==> config.mk <==
export PLATFORM = sky130hd
export DESIGN_NAME = mult_rr_scheduler
export DESIGN_NICKNAME = d
export VERILOG_FILES = /design/src/rtl/mult_rr_scheduler.sv
export SDC_FILE = /design/constraint.sdc
export NUM_CORES = 1
export LEC_CHECK = 0
export ABC_AREA = 1
export BUFFER_PORTS_ARGS = -buffer_cell sky130_fd_sc_hd__buf_4
export CORE_MARGIN = 4
export CORE_UTILIZATION = 60
export DETAILED_ROUTE_END_ITERATION = 7
export GPL_TIMING_DRIVEN = 1
export PLACE_DENSITY = 0.82
export SYNTH_ARGS = -nofsm -noshare
export SYNTH_HDL_FRONTEND = slang
export SYNTH_SLANG_ARGS = --single-unit
export TNS_END_PERCENT = 100
==> constraint.sdc <==
create_clock -name clk -period 19 [get_ports clk]
set_clock_uncertainty 0.2 [all_clocks]
set_input_delay 4.75 -clock clk [delete_from_list [all_inputs] [get_ports clk]]
set_output_delay 4.75 -clock clk [all_outputs]
set_load 0.02 [all_outputs]
==> src/rtl/mult_rr_scheduler.sv <==
// ---------------------------------------------------------------------------
// mult_rr_scheduler
//   Lets four requesters share one signed fixed-point multiplier.
//   Requests are granted round-robin. Each granted request is multiplied in
//   the shared multiplicador instance. The product is rescaled to Q(FRAC)
//   with saturation and returned on a valid/ready result port.
//
//   multiplicador : full-width signed multiplier (a_i * b_i -> p_o, 2N bits).
//
// Ports (mult_rr_scheduler):
//   clk        in   system clock, rising edge
//   reset      in   synchronous active-high reset
//   req_valid  in   [4]     request pending, one bit per requester
//   req_a      in   [4*N]   operand A, requester i at [i*N +: N], signed
//   req_b      in   [4*N]   operand B, same packing
//   req_ack    out  [4]     one-hot grant, combinational, IDLE only
//   res_valid  out          result available
//   res_ready  in           consumer accepts result
//   res_id     out  [2]     requester owning the result
//   res_data   out  [N]     scaled, saturated product (signed)
//   res_sat    out          saturation occurred for this result
//   busy       out          state is not IDLE
// ---------------------------------------------------------------------------
module multiplicador #(
  parameter int N = 16
) (
  input  logic signed [N-1:0]   a_i,
  input  logic signed [N-1:0]   b_i,
  output logic signed [2*N-1:0] p_o
);
  assign p_o = a_i * b_i;
endmodule

module mult_rr_scheduler #(
  parameter int N    = 16,
  parameter int FRAC = 8
) (
  input  logic           clk,
  input  logic           reset,
  input  logic [3:0]     req_valid,
  input  logic [4*N-1:0] req_a,
  input  logic [4*N-1:0] req_b,
  output logic [3:0]     req_ack,
  output logic           res_valid,
  input  logic           res_ready,
  output logic [1:0]     res_id,
  output logic [N-1:0]   res_data,
  output logic           res_sat,
  output logic           busy
);

  typedef enum logic [1:0] {IDLE, BUSY, RESP} state_t;

  // Largest / smallest N-bit signed values, sign-extended to 2N bits.
  localparam logic signed [2*N-1:0] MAX_S = {{(N+1){1'b0}}, {(N-1){1'b1}}};
  localparam logic signed [2*N-1:0] MIN_S = {{(N+1){1'b1}}, {(N-1){1'b0}}};

  state_t                state_q, state_d;
  logic [1:0]            last_grant_q, last_grant_d;
  logic signed [N-1:0]   op_a_q, op_a_d;
  logic signed [N-1:0]   op_b_q, op_b_d;
  logic [1:0]            id_q, id_d;
  logic                  res_valid_q, res_valid_d;
  logic [1:0]            res_id_q, res_id_d;
  logic [N-1:0]          res_data_q, res_data_d;
  logic                  res_sat_q, res_sat_d;

  logic                  found;
  logic [1:0]            grant_idx;
  logic signed [2*N-1:0] prod;
  logic signed [2*N-1:0] shifted;
  logic [N-1:0]          sat_data;
  logic                  sat_flag;

  // Round-robin search starting one past the last grant; k=4 wraps back to
  // last_grant itself so a lone requester can be granted repeatedly.
  always_comb begin
    logic [1:0] cand;
    found     = 1'b0;
    grant_idx = last_grant_q;
    cand      = last_grant_q;
    for (int k = 1; k <= 4; k++) begin
      cand = last_grant_q + 2'(k);
      if (!found && req_valid[cand]) begin
        found     = 1'b1;
        grant_idx = cand;
      end
    end
  end

  // Ack is suppressed in the reset cycle so no handshake completes on it.
  assign req_ack = (state_q == IDLE && !reset && found) ? (4'b0001 << grant_idx) : 4'b0000;

  multiplicador #(.N(N)) u_mult (
    .a_i (op_a_q),
    .b_i (op_b_q),
    .p_o (prod)
  );

  // Arithmetic shift floors toward minus infinity; then clamp to N bits.
  always_comb begin
    shifted  = prod >>> FRAC;
    sat_data = shifted[N-1:0];
    sat_flag = 1'b0;
    if (shifted > MAX_S) begin
      sat_data = {1'b0, {(N-1){1'b1}}};
      sat_flag = 1'b1;
    end else if (shifted < MIN_S) begin
      sat_data = {1'b1, {(N-1){1'b0}}};
      sat_flag = 1'b1;
    end
  end

  always_comb begin
    state_d      = state_q;
    last_grant_d = last_grant_q;
    op_a_d       = op_a_q;
    op_b_d       = op_b_q;
    id_d         = id_q;
    res_valid_d  = res_valid_q;
    res_id_d     = res_id_q;
    res_data_d   = res_data_q;
    res_sat_d    = res_sat_q;
    case (state_q)
      IDLE: begin
        if (found) begin
          op_a_d       = req_a[int'(grant_idx)*N +: N];
          op_b_d       = req_b[int'(grant_idx)*N +: N];
          id_d         = grant_idx;
          last_grant_d = grant_idx;
          state_d      = BUSY;
        end
      end
      BUSY: begin
        res_data_d  = sat_data;
        res_sat_d   = sat_flag;
        res_id_d    = id_q;
        res_valid_d = 1'b1;
        state_d     = RESP;
      end
      RESP: begin
        if (res_ready) begin
          res_valid_d = 1'b0;
          state_d     = IDLE;
        end
      end
      default: state_d = IDLE;
    endcase
  end

  always_ff @(posedge clk) begin
    if (reset) begin
      state_q      <= IDLE;
      last_grant_q <= 2'd3;
      op_a_q       <= '0;
      op_b_q       <= '0;
      id_q         <= '0;
      res_valid_q  <= 1'b0;
      res_id_q     <= '0;
      res_data_q   <= '0;
      res_sat_q    <= 1'b0;
    end else begin
      state_q      <= state_d;
      last_grant_q <= last_grant_d;
      op_a_q       <= op_a_d;
      op_b_q       <= op_b_d;
      id_q         <= id_d;
      res_valid_q  <= res_valid_d;
      res_id_q     <= res_id_d;
      res_data_q   <= res_data_d;
      res_sat_q    <= res_sat_d;
    end
  end

  assign res_valid = res_valid_q;
  assign res_id    = res_id_q;
  assign res_data  = res_data_q;
  assign res_sat   = res_sat_q;
  assign busy      = (state_q != IDLE);

endmodule
# Yosys cells after proc, flatten, opt, wreduce, memory -nomap -nowiden
# Index checks and enable logic that the tools add are counted.
# op_classes
addsub	3
multipliers	1
n_div	0
order_cmp	6
eq_ne	4
shifts	3
mux	26
bitwise_logic	0
n_reduce_logical	15
# ops
operator	n
variable part select 64 x 7 -> 16 bit	2
multiplier 16 x 16 -> 32 bit	1
two-way mux 16 bit	2
> comparator 24 x 16 -> 1 bit, second input constant	1
less-than comparator 24 x 16 -> 1 bit, second input constant	1
less-than comparator 2 x 3 -> 1 bit, second input constant	4
two-way mux 2 bit	6
two-way mux 1 bit	11
binary-select mux 1 bit (select 2 bit)	4
case mux 2 bit (3 select lines)	1
AND reduction 2 bit	3
logical AND 1 bit	5
adder 2 bit, second input constant	2
zero test 1 bit	4
two-way mux 4 bit	1
inequality test 2 bit, second input constant	2
nonzero test 2 bit	2
<< shifter 1 x 2 -> 4 bit, first input constant	1
adder 2 x 1 -> 2 bit, second input constant	1
equality test 2 x 1 -> 1 bit, second input constant	1
equality test 2 bit, second input constant	1
zero test 2 bit	1
case mux 1 bit (2 select lines)	1
# totals
register_bits	58
latchBits	0
mem_bits_rw	0
rom_bits	0
wordCells	67
n_memories	0

# Logic depth before layout (Yosys ltp)
# Gate-level depths: netlist (run 1).
# depth
ltp_word	15
depth_mapped	33

# Hierarchy
# A second synthesis (run 1) with hierarchy kept.
# unflattened
hier_cells	2111
hier_area_um2	14949.3
# by_module_without_submodules
module	instances	cells_per_inst	area_each_um2	seq_area_each_um2
multiplicador	1	1466	10840.4	0.0
mult_rr_scheduler	1	645	4108.9	1161.1

# Worst setup path before layout (run 1)
# OpenSTA, ideal clock, no wires.
# synth_path
kind	input to output
from	input port req_valid[1]
to	output port req_ack[0]
t_arrival_ps	6206
required_time_ps	14050
slack_ps	7844
stages	13
cell_sequence	inv_1 nor2_1 a21oi_1 nand2_1 o21ai_1 nand2_1 inv_1 o2111ai_1 nand2_1 inv_1 buf_2 nand2_1 nor3_1
# synth_between
elab_chain_cells	14
# synth_lines
item	line_no	rtl
start, declared	40	input logic [3:0] req_valid,
binary-select mux 1 bit (select 2 bit)	84	if (!found && req_valid[cand]) begin
two-way mux 1 bit (implied by the code)	84	
two-way mux 1 bit	84	
zero test 1 bit	84	
logical AND 1 bit	84	
two-way mux 1 bit	84	
zero test 1 bit	84	
logical AND 1 bit	84	
two-way mux 1 bit	84	
zero test 1 bit	84	
logical AND 1 bit	84	
two-way mux 2 bit / two-way mux 1 bit (equally long branches)	84	
<< shifter 1 x 2 -> 4 bit / logical AND 1 bit (equally long branches)	92	assign req_ack = (state_q == IDLE && !reset && found) ? (4'b0001 << grant_idx) : 4'b0000;
two-way mux 4 bit *	92	
end, declared	43	output logic [3:0] req_ack,
# Every way passes the cells marked *; elsewhere a longest branch is shown, timed or not. The select of a mux whose other input is x is not followed.

# Final worst setup path (run 1)
# layout_path
from	input port req_valid[1]
to	output port req_ack[2]
# The elaborated chain is that of the path after synthesis.

==> impl_metrics.env, run 1 <==
export IMPL_hold_viol=0
export IMPL_cp_start_kind="input port"
export IMPL_die_y_um=160
export IMPL_totalWireLength_mm=36.6
export IMPL_cp_cell_sequence="buf_4 > inv_1 > nor2_1 > a21oi_1 > nand2_1 > o21ai_1 > nand2_1 > inv_1 > o2111ai_1 > nand2_1 > clkinv_1 > buf_4 > nand2_1 > nor3_1 > buf_4"
export IMPL_final_cell_mix="nand2_1 (593), inv_1 (495), fa_1 (261), buf_4 (161), nor2_1 (135)"
export IMPL_drv_cap=0
export IMPL_drtPass1Iterations=8
export IMPL_wl_met2_mm=18.5
export IMPL_slew_viol_final=0
export IMPL_die_width_um=160
export IMPL_gp_congestion=0.980
export IMPL_start_util_pct=61.2
export IMPL_wl_met1_mm=14.5
export IMPL_worstHoldPathType="flip-flop to flip-flop"
export IMPL_hpwl_mm=30.4
export IMPL_final_antenna_net_count=0
export IMPL_cts_buffers_inserted=9
export IMPL_slowest_stage="buf_4"
export IMPL_fin_crit_sh_pct=61.6
export IMPL_crit_arrival_ns=6.75
export IMPL_cts_resized_gates=0
export IMPL_fmax_ghz=0.0854
export IMPL_tightest_slew_ns=1.25
export IMPL_synth_distinct_cells=39
export IMPL_clockRootBuffer="clkbuf_16"
export IMPL_grt_pass1_vias=13188
export IMPL_nets=2522
export IMPL_syn_inst=1966
export IMPL_worstPathRequired_ns=14.05
export IMPL_violations="DRC"
export IMPL_num_rows=55
export IMPL_setup_violations=0
export IMPL_avgViaCountPerCell=5.26
export IMPL_drt_iter0_drc=850
export IMPL_grtUsageTotal_pct=29.8
export IMPL_ctsLongestPathBuffers=2
export IMPL_grt_ovfl_total=0
export IMPL_worstPathMaxFanout=69
export IMPL_grt_start_max_net_pins=70
export IMPL_fin_crit_ns=11.70
export IMPL_clk_pin_slew_ns=0.06
export IMPL_cts_setup_buffers=0
export IMPL_port_buffers=159
export IMPL_antenna_found_initial=0
export IMPL_coreArea_mm2=0.0227
export IMPL_clock_latency_ns=0.33
export IMPL_syn_num_nets=2441
export IMPL_cpPeakStageDelay_ns=0.48
export IMPL_vias=12300
export IMPL_yosysWarningCount=0
export IMPL_layout_cells_non_filler=2337
export IMPL_drcViolationCount=4
export IMPL_cp_common_cell="nand2_1"
export IMPL_ys_seq_area_share_pct=8.36
export IMPL_grt_first_pass_wirelength_mm=62.8
export IMPL_place_inst=2321
export IMPL_cts_tree="done"
export IMPL_io_pins=160
export IMPL_setup_tns_final_ns=0
export IMPL_path_class="input port to output port"
export IMPL_ys_ff_latch=58
export IMPL_die_area_mm2=0.0256
export IMPL_final_common_cell="nand2_1"
export IMPL_dpl_instance_area_mm2=0.0150
export IMPL_end_kind="output port"
export IMPL_syn_cell_area_mm2=0.0139
export IMPL_drive_above_1_share_pct=9.65
export IMPL_routed_top_layer="met4"
export IMPL_cts_sinks=58
export IMPL_syn_to_final_growth_pct=10.6
export IMPL_status="finished, violations left"
export IMPL_cts_hold_buf=0
export IMPL_fin_area_mm2=0.0154
export IMPL_avgSynthCellArea_um2=7.06
export IMPL_route_met3_wl_mm=2.50
export IMPL_relSlewSlack_pct=16.5
export IMPL_rsz0062_at_grt="no"
export IMPL_cts_max_level=3
export IMPL_diodes=0
export IMPL_post_drt_wl_per_cell_um=15.7
==> worst paths after layout <==
kind / startpoint / slack (ns) / end / cells past startpoint
worst max register to register: op_b_q[2] / 11.52 / res_data[9] / 25
worst min register to register: id_q[0] / 0.27 / id_q[0] / 2
worst min-delay path: id_q[0] / 0.27 / id_q[0] / 2
worst max-delay path: req_valid[1] / 7.30 / req_ack[2] / 15
==> Yosys cell counts <==
library cell	instances	area, um^2
a31oi_1	3	18.8
nor2_8	2	40.0
a21oi_1	45	225
inv_6	1	8.76
a211oi_1	1	7.51
ha_1	79	988
buf_2	7	35.0
nor2_4	1	11.3
inv_2	2	7.51
nand2_4	1	11.3
o221ai_1	1	8.76
buf_4	6	45.0
o2111ai_1	1	8.76
nand4_1	8	50.1
fa_1	261	5230
o211ai_1	3	22.5
a21oi_4	1	16.3
nor4_1	1	6.26
o21ai_1	3	15.0
inv_1	496	1860
or2_2	4	25.0
nor3_1	10	50.1
buf_1	2	7.51
clkbuf_1	69	259
dfxtp_1	58	1160
nand2_2	5	31.3
or2_1	1	6.26
o21ai_0	68	340
nand2_1	593	2230
xnor2_1	10	87.6
buf_6	7	78.8
xnor2_2	1	16.3
o21bai_1	1	7.51
xor2_1	15	131
nor2_2	1	6.26
nand3_1	58	290
nor2_1	135	507
nand3_2	3	30.0
and3_1	2	12.5
==> state kept, by name, summed over array words and instances (netlist names) <==
register and cells:
op_a_q 16, op_b_q 16, res_data 16, id_q 2
last_grant_q 2, res_id 2, state_q 2, res_sat 1
res_valid 1
==> cell families after synthesis <==
kind of cell | count (synthesis) | share of synthesized area [%]
AO/OA/AOI/OAI | 127 | 4.83
AND/OR/NAND/NOR | 825 | 23.8
buffers and inverters | 590 | 16.6
flip-flops | 58 | 8.36
adder cells (fa/ha/maj) | 340 | 44.7
XOR/XNOR | 26 | 1.69
==> per-layer routing <==
metal  GRT usage (%)  up-vias
met3            5.65       96
met2            51.5      471
li1                -     5805
met5               0        -
met1            38.3     5928
met4            9.15        0
==> cell type report <==
| cell class | instances | area, um^2 |
|---|---|---|
| sequential | 58 | 1160 |
| clock buffer | 12 | 256 |
| timing repair buffer | 161 | 1210 |
| fill | 1915 | 7350 |
| multi-input combinational | 1318 | 10400 |
| tap | 285 | 357 |
| clock inverter | 4 | 73.8 |
| inverter | 499 | 1880 |
==> critical path: cells and delay by family <==
family                 cells  cell delay, ns
AND/OR/NAND/NOR            6            0.89
buffers and inverters      6            0.89
AO/OA/AOI/OAI              3            0.22
==> metrics by stage <==
step / util, % / hold WS [ns] / setup WS [ns]
after floorplan: - / 0.235 / 7.84
after global placement: 66.2 / 0.256 / 7.46
after detailed placement: 66.2 / 0.262 / 7.34
after CTS: 67.6 / 0.271 / 7.33
after global routing: 67.6 / 0.301 / 7.06
final: 67.6 / 0.267 / 7.30
Power of run 1 is left out: the tool's default activity adds up to more than one toggle a clock period on the data nets, which glitch-free logic cannot reach.
==> inputs of run 2 (changes only) <==
- CORE_UTILIZATION: 60 -> 56
- PLACE_DENSITY: 0.82 -> 0.8
- clock period: 19 -> 9.5 ns (I/O delays scaled with it)
==> impl_metrics.env, run 2 (synthesized netlist as in run 1, its figures left out) <==
export IMPL_start_util_pct=56.9
export IMPL_cts_tree="done"
export IMPL_post_route_util_pct=63.1
export IMPL_drcViolationCount=0
export IMPL_fin_area_mm2=0.0154
export IMPL_grtUsageTotal_pct=29.2
export IMPL_cp_start_kind="flip-flop"
export IMPL_fin_crit_ns=7.23
export IMPL_coreArea_mm2=0.0244
export IMPL_gp_congestion=0.988
export IMPL_die_width_um=165
export IMPL_grt_start_max_net_pins=70
export IMPL_setup_violations=0
export IMPL_cts_sinks=58
export IMPL_cts_buffers_inserted=9
export IMPL_cts_max_level=3
export IMPL_antenna_found_initial=0
export IMPL_syn_to_final_growth_pct=10.8
export IMPL_clockRootBuffer="clkbuf_16"
export IMPL_hold_viol=0
export IMPL_cts_resized_gates=0
export IMPL_final_common_cell="nand2_1"
export IMPL_grt_first_pass_wirelength_mm=63.3
export IMPL_port_buffers=159
export IMPL_fin_crit_sh_pct=76.1
export IMPL_ctsLongestPathBuffers=2
export IMPL_dpl_instance_area_mm2=0.0151
export IMPL_drt_iter0_drc=991
export IMPL_whs_ns=0.265
export IMPL_worstPathMaxFanout=17
export IMPL_slew_viol_final=0
export IMPL_tightest_slew_ns=1.28
export IMPL_rsz0062_at_grt="no"
export IMPL_worstPathRequired_ns=9.51
export IMPL_post_drt_wl_per_cell_um=15.5
export IMPL_nets=2523
export IMPL_path_class="flip-flop to flip-flop"
export IMPL_cts_hold_buf=0
export IMPL_die_y_um=165
export IMPL_drtPass1Iterations=6
export IMPL_vias=12211
export IMPL_r2r_start="op_b_q[2]"
export IMPL_end_kind="flip-flop"
export IMPL_status="finished clean"
export IMPL_drive_above_1_share_pct=9.65
export IMPL_relSlewSlack_pct=14.9
export IMPL_hpwl_mm=30.9
export IMPL_worstHoldPathType="flip-flop to flip-flop"
export IMPL_io_pins=160
export IMPL_setup_tns_final_ns=0
export IMPL_startpoint="op_b_q[2]"
export IMPL_drv_cap=0
export IMPL_num_rows=57
export IMPL_grt_pass1_vias=13093
export IMPL_final_cell_mix="nand2_1 (593), inv_1 (495), fa_1 (261), buf_4 (162), nor2_1 (135)"
export IMPL_clock_latency_ns=0.34
export IMPL_totalWireLength_mm=36.9
export IMPL_clk_pin_slew_ns=0.05
export IMPL_fmax_ghz=0.138
export IMPL_die_area_mm2=0.0274
export IMPL_diodes=0
export IMPL_min_from="id_q[1]"
export IMPL_crit_arrival_ns=7.24
export IMPL_final_antenna_net_count=0
export IMPL_cts_setup_buffers=0
export IMPL_grt_ovfl_total=0
export IMPL_avgViaCountPerCell=5.14
## run 2: cell types whose count changed in the layout (fill, tap and decap cells not counted)
cell and delta:
bufinv_16 -1, buf_4 +1, clkinv_4 -1, clkbuf_8 +1
## run 2: stage by stage
step / setup WS (ns) / instances
after floorplan: 2.99 / 1966
after global placement: 2.52 / 2361
after detailed placement: 2.37 / 2361
after CTS: 2.33 / 2376
after global routing: 1.79 / 2376
final: 2.27 / 2376
## run 2: area by class of cell
type	instances	area (um^2)
multi-input cells	1318	10400
fillers	2146	9000
inverters	499	1880
repair buffers	162	1220
flip-flops and latches	58	1160
well taps	324	405
clock buffers	13	270
clock inverters	2	35.0
## run 2: worst max-delay path, cell delays in order (launching register included)
cell and delay (ns):
dfxtp_1 0.76, nand2_1 0.22, fa_1 0.55, inv_1 0.14, fa_1 0.88, inv_1 0.11
fa_1 0.41, fa_1 0.54, inv_1 0.06, fa_1 0.53, inv_1 0.05, fa_1 0.50
inv_1 0.05, ha_1 0.37, a21oi_1 0.28, nor2_1 0.09, o21ai_0 0.15, nand2_1 0.07
a21oi_1 0.20, nand2_1 0.10, nand2_1 0.06, nand2_1 0.04, nor2_1 0.13, nand3_2 0.11
a21oi_4 0.36, a21oi_1 0.12
## run 2: path summary, 6_finish.rpt
kind                       to  slack (ns)  cells after the start
setup reg to reg  res_data[6]        2.27                     25
hold reg to reg       id_q[1]        0.27                      2
setup / recovery  res_data[6]        2.27                     25
hold / removal        id_q[1]        0.27                      2
## run 2: routing by layer
layer	part of all wire [%]	routed length, um	GRT usage [%]
met5	0	0	0
met1	41	15100	38.5
met3	5.9	2180	4.22
met2	51	18700	50.2
met4	2.7	1010	8.40
Power of run 2 is left out for the same reason.
==> inputs of run 3 (changes only) <==
- CORE_UTILIZATION: 56 -> 60
- PLACE_DENSITY: 0.8 -> 0.82
- clock period: 9.5 -> 6.95 ns (I/O delays scaled with it)
==> impl_metrics.env, run 3 (synthesized netlist as in run 1, its figures left out) <==
export IMPL_multiInputGateArea_mm2=0.0104
export IMPL_status="finished clean"
export IMPL_clock_latency_ns=0.35
export IMPL_die_width_um=160
export IMPL_setup_violations=0
export IMPL_worstPathRequired_ns=6.98
export IMPL_cts_hold_buf=0
export IMPL_seqCellArea_mm2=0.00118
export IMPL_r2r_slack_ns=0.34
export IMPL_cts_sinks=58
export IMPL_cp_start_kind="flip-flop"
export IMPL_vias=12494
export IMPL_slew_viol_final=0
export IMPL_port_buffers=159
export IMPL_hpwl_mm=31.5
export IMPL_reg2regPathDepth=25
export IMPL_gp_congestion=0.969
export IMPL_worstHoldPathType="flip-flop to flip-flop"
export IMPL_tightest_slew_ns=0.699
export IMPL_post_drt_wl_per_cell_um=15.9
export IMPL_die_y_um=160
export IMPL_io_pins=160
export IMPL_final_antenna_net_count=0
export IMPL_nets=2565
export IMPL_setup_tns_final_ns=0
export IMPL_cts_max_level=3
export IMPL_crit_arrival_ns=6.64
export IMPL_relSlewSlack_pct=53.3
export IMPL_hold_viol=0
export IMPL_drive_above_1_share_pct=12.2
export IMPL_grtUsageTotal_pct=30.4
export IMPL_grt_pass1_vias=13269
export IMPL_die_area_mm2=0.0256
export IMPL_grt_start_max_net_pins=69
export IMPL_diodes=0
export IMPL_grt_ovfl_total=0
export IMPL_drt_iter0_drc=838
export IMPL_avgViaCountPerCell=5.25
export IMPL_fmax_ghz=0.151
export IMPL_endpoint="res_data[14]"
export IMPL_whs_ns=0.270
export IMPL_final_common_cell="nand2_1"
export IMPL_coreArea_mm2=0.0227
export IMPL_end_kind="flip-flop"
export IMPL_totalWireLength_mm=37.8
export IMPL_drcViolationCount=0
export IMPL_preCtsSetupSlack_ns=0.128
export IMPL_start_util_pct=61.2
export IMPL_num_rows=55
export IMPL_fin_crit_sh_pct=95.1
export IMPL_cts_tree="done"
export IMPL_path_class="flip-flop to flip-flop"
export IMPL_rsz0062_at_grt="no"
export IMPL_startpoint="op_b_q[2]"
export IMPL_drtPass1Iterations=7
export IMPL_r2r_start="op_b_q[2]"
export IMPL_fin_crit_ns=6.61
export IMPL_nFillCells=1865
export IMPL_reg2reg_to="res_data[14]"
export IMPL_cts_buffers_inserted=9
export IMPL_final_cell_mix="nand2_1 (593), inv_1 (494), fa_1 (260), buf_4 (204), nor2_1 (135)"
export IMPL_syn_to_final_growth_pct=12.9
export IMPL_post_route_util_pct=69.1
export IMPL_grt_first_pass_wirelength_mm=63.5
export IMPL_clockRootBuffer="clkbuf_16"
export IMPL_clk_pin_slew_ns=0.06
export IMPL_worstPathMaxFanout=16
export IMPL_layout_setup_ws_ns=0.342
export IMPL_antenna_found_initial=0
export IMPL_drv_cap=0
export IMPL_ctsLongestPathBuffers=2
[run 3: changes by cell type in the layout (fill, tap and decap cells not counted), sizes merged]
cell,change
inv,-1
clkinvlp,+1
buf,+42
[run 3: critical path: stages, from the launching register on]
cell and delay, ns:
dfxtp_1 0.33, buf_4 0.25, nand2_1 0.14, fa_1 0.46
inv_1 0.25, fa_1 0.51, fa_1 0.50, fa_1 0.52
fa_1 0.49, inv_1 0.05, fa_1 0.52, inv_1 0.07
ha_1 0.35, a21oi_1 0.21, nor2_1 0.06, nor2_1 0.17
o21ai_0 0.17, a21oi_1 0.30, nand2_1 0.12, nand2_1 0.08
nand2_1 0.06, nor2_1 0.13, nand3_2 0.12, a21oi_4 0.20
buf_4 0.17, a21oi_1 0.06
[run 3: layer usage]
| metal | up-vias | global-route usage, % | routed length, um | share of wire (%) |
|---|---|---|---|---|
| met5 | - | 0 | 0 | 0 |
| li1 | 5899 | - | - | - |
| met1 | 5993 | 38.7 | 14800 | 39 |
| met2 | 496 | 52.9 | 18900 | 50 |
| met4 | 0 | 9.43 | 1260 | 3.3 |
| met3 | 106 | 5.83 | 2790 | 7.4 |
[run 3: repair_timing]
action                                 in CTS  in global routing
setup buffers                               0                  6
endpoints found under the hold margin       0                  0
setup endpoints to repair                   0                 16
gates resized for setup                     0                 17
[run 3: how the worst min path moves through the flow]
| stage | start | endpoint | slack (ns) | cells past startpoint |
|---|---|---|---|---|
| 2_1_floorplan | id_q[0] | id_q[0] | 0.23 | 2 |
| 3_3_place_gp | id_q[1] | id_q[1] | 0.25 | 2 |
| 3_5_place_dp | id_q[0] | id_q[0] | 0.26 | 2 |
| 4_1_cts | id_q[0] | id_q[0] | 0.27 | 2 |
| 5_1_grt | id_q[0] | id_q[0] | 0.31 | 2 |
| 6_report | id_q[0] | id_q[0] | 0.27 | 2 |
[run 3: layout make-up]
class                           instances  area share (%)
Clock inverter                          2           0.223
Multi-Input combinational cell       1318            66.5
Timing Repair Buffer                  204            9.76
Clock buffer                           13            1.72
Inverter                              499            12.0
Tap cell                              285            2.27
Sequential cell                        58            7.51
[run 3: per-stage QoR]
step,area [um^2],std cells
floorplan,13900,1966
global placement,15300,2358
detailed placement,15300,2358
CTS,15600,2373
global route,15700,2379
finish,15700,2379
Power of run 3 is left out for the same reason.
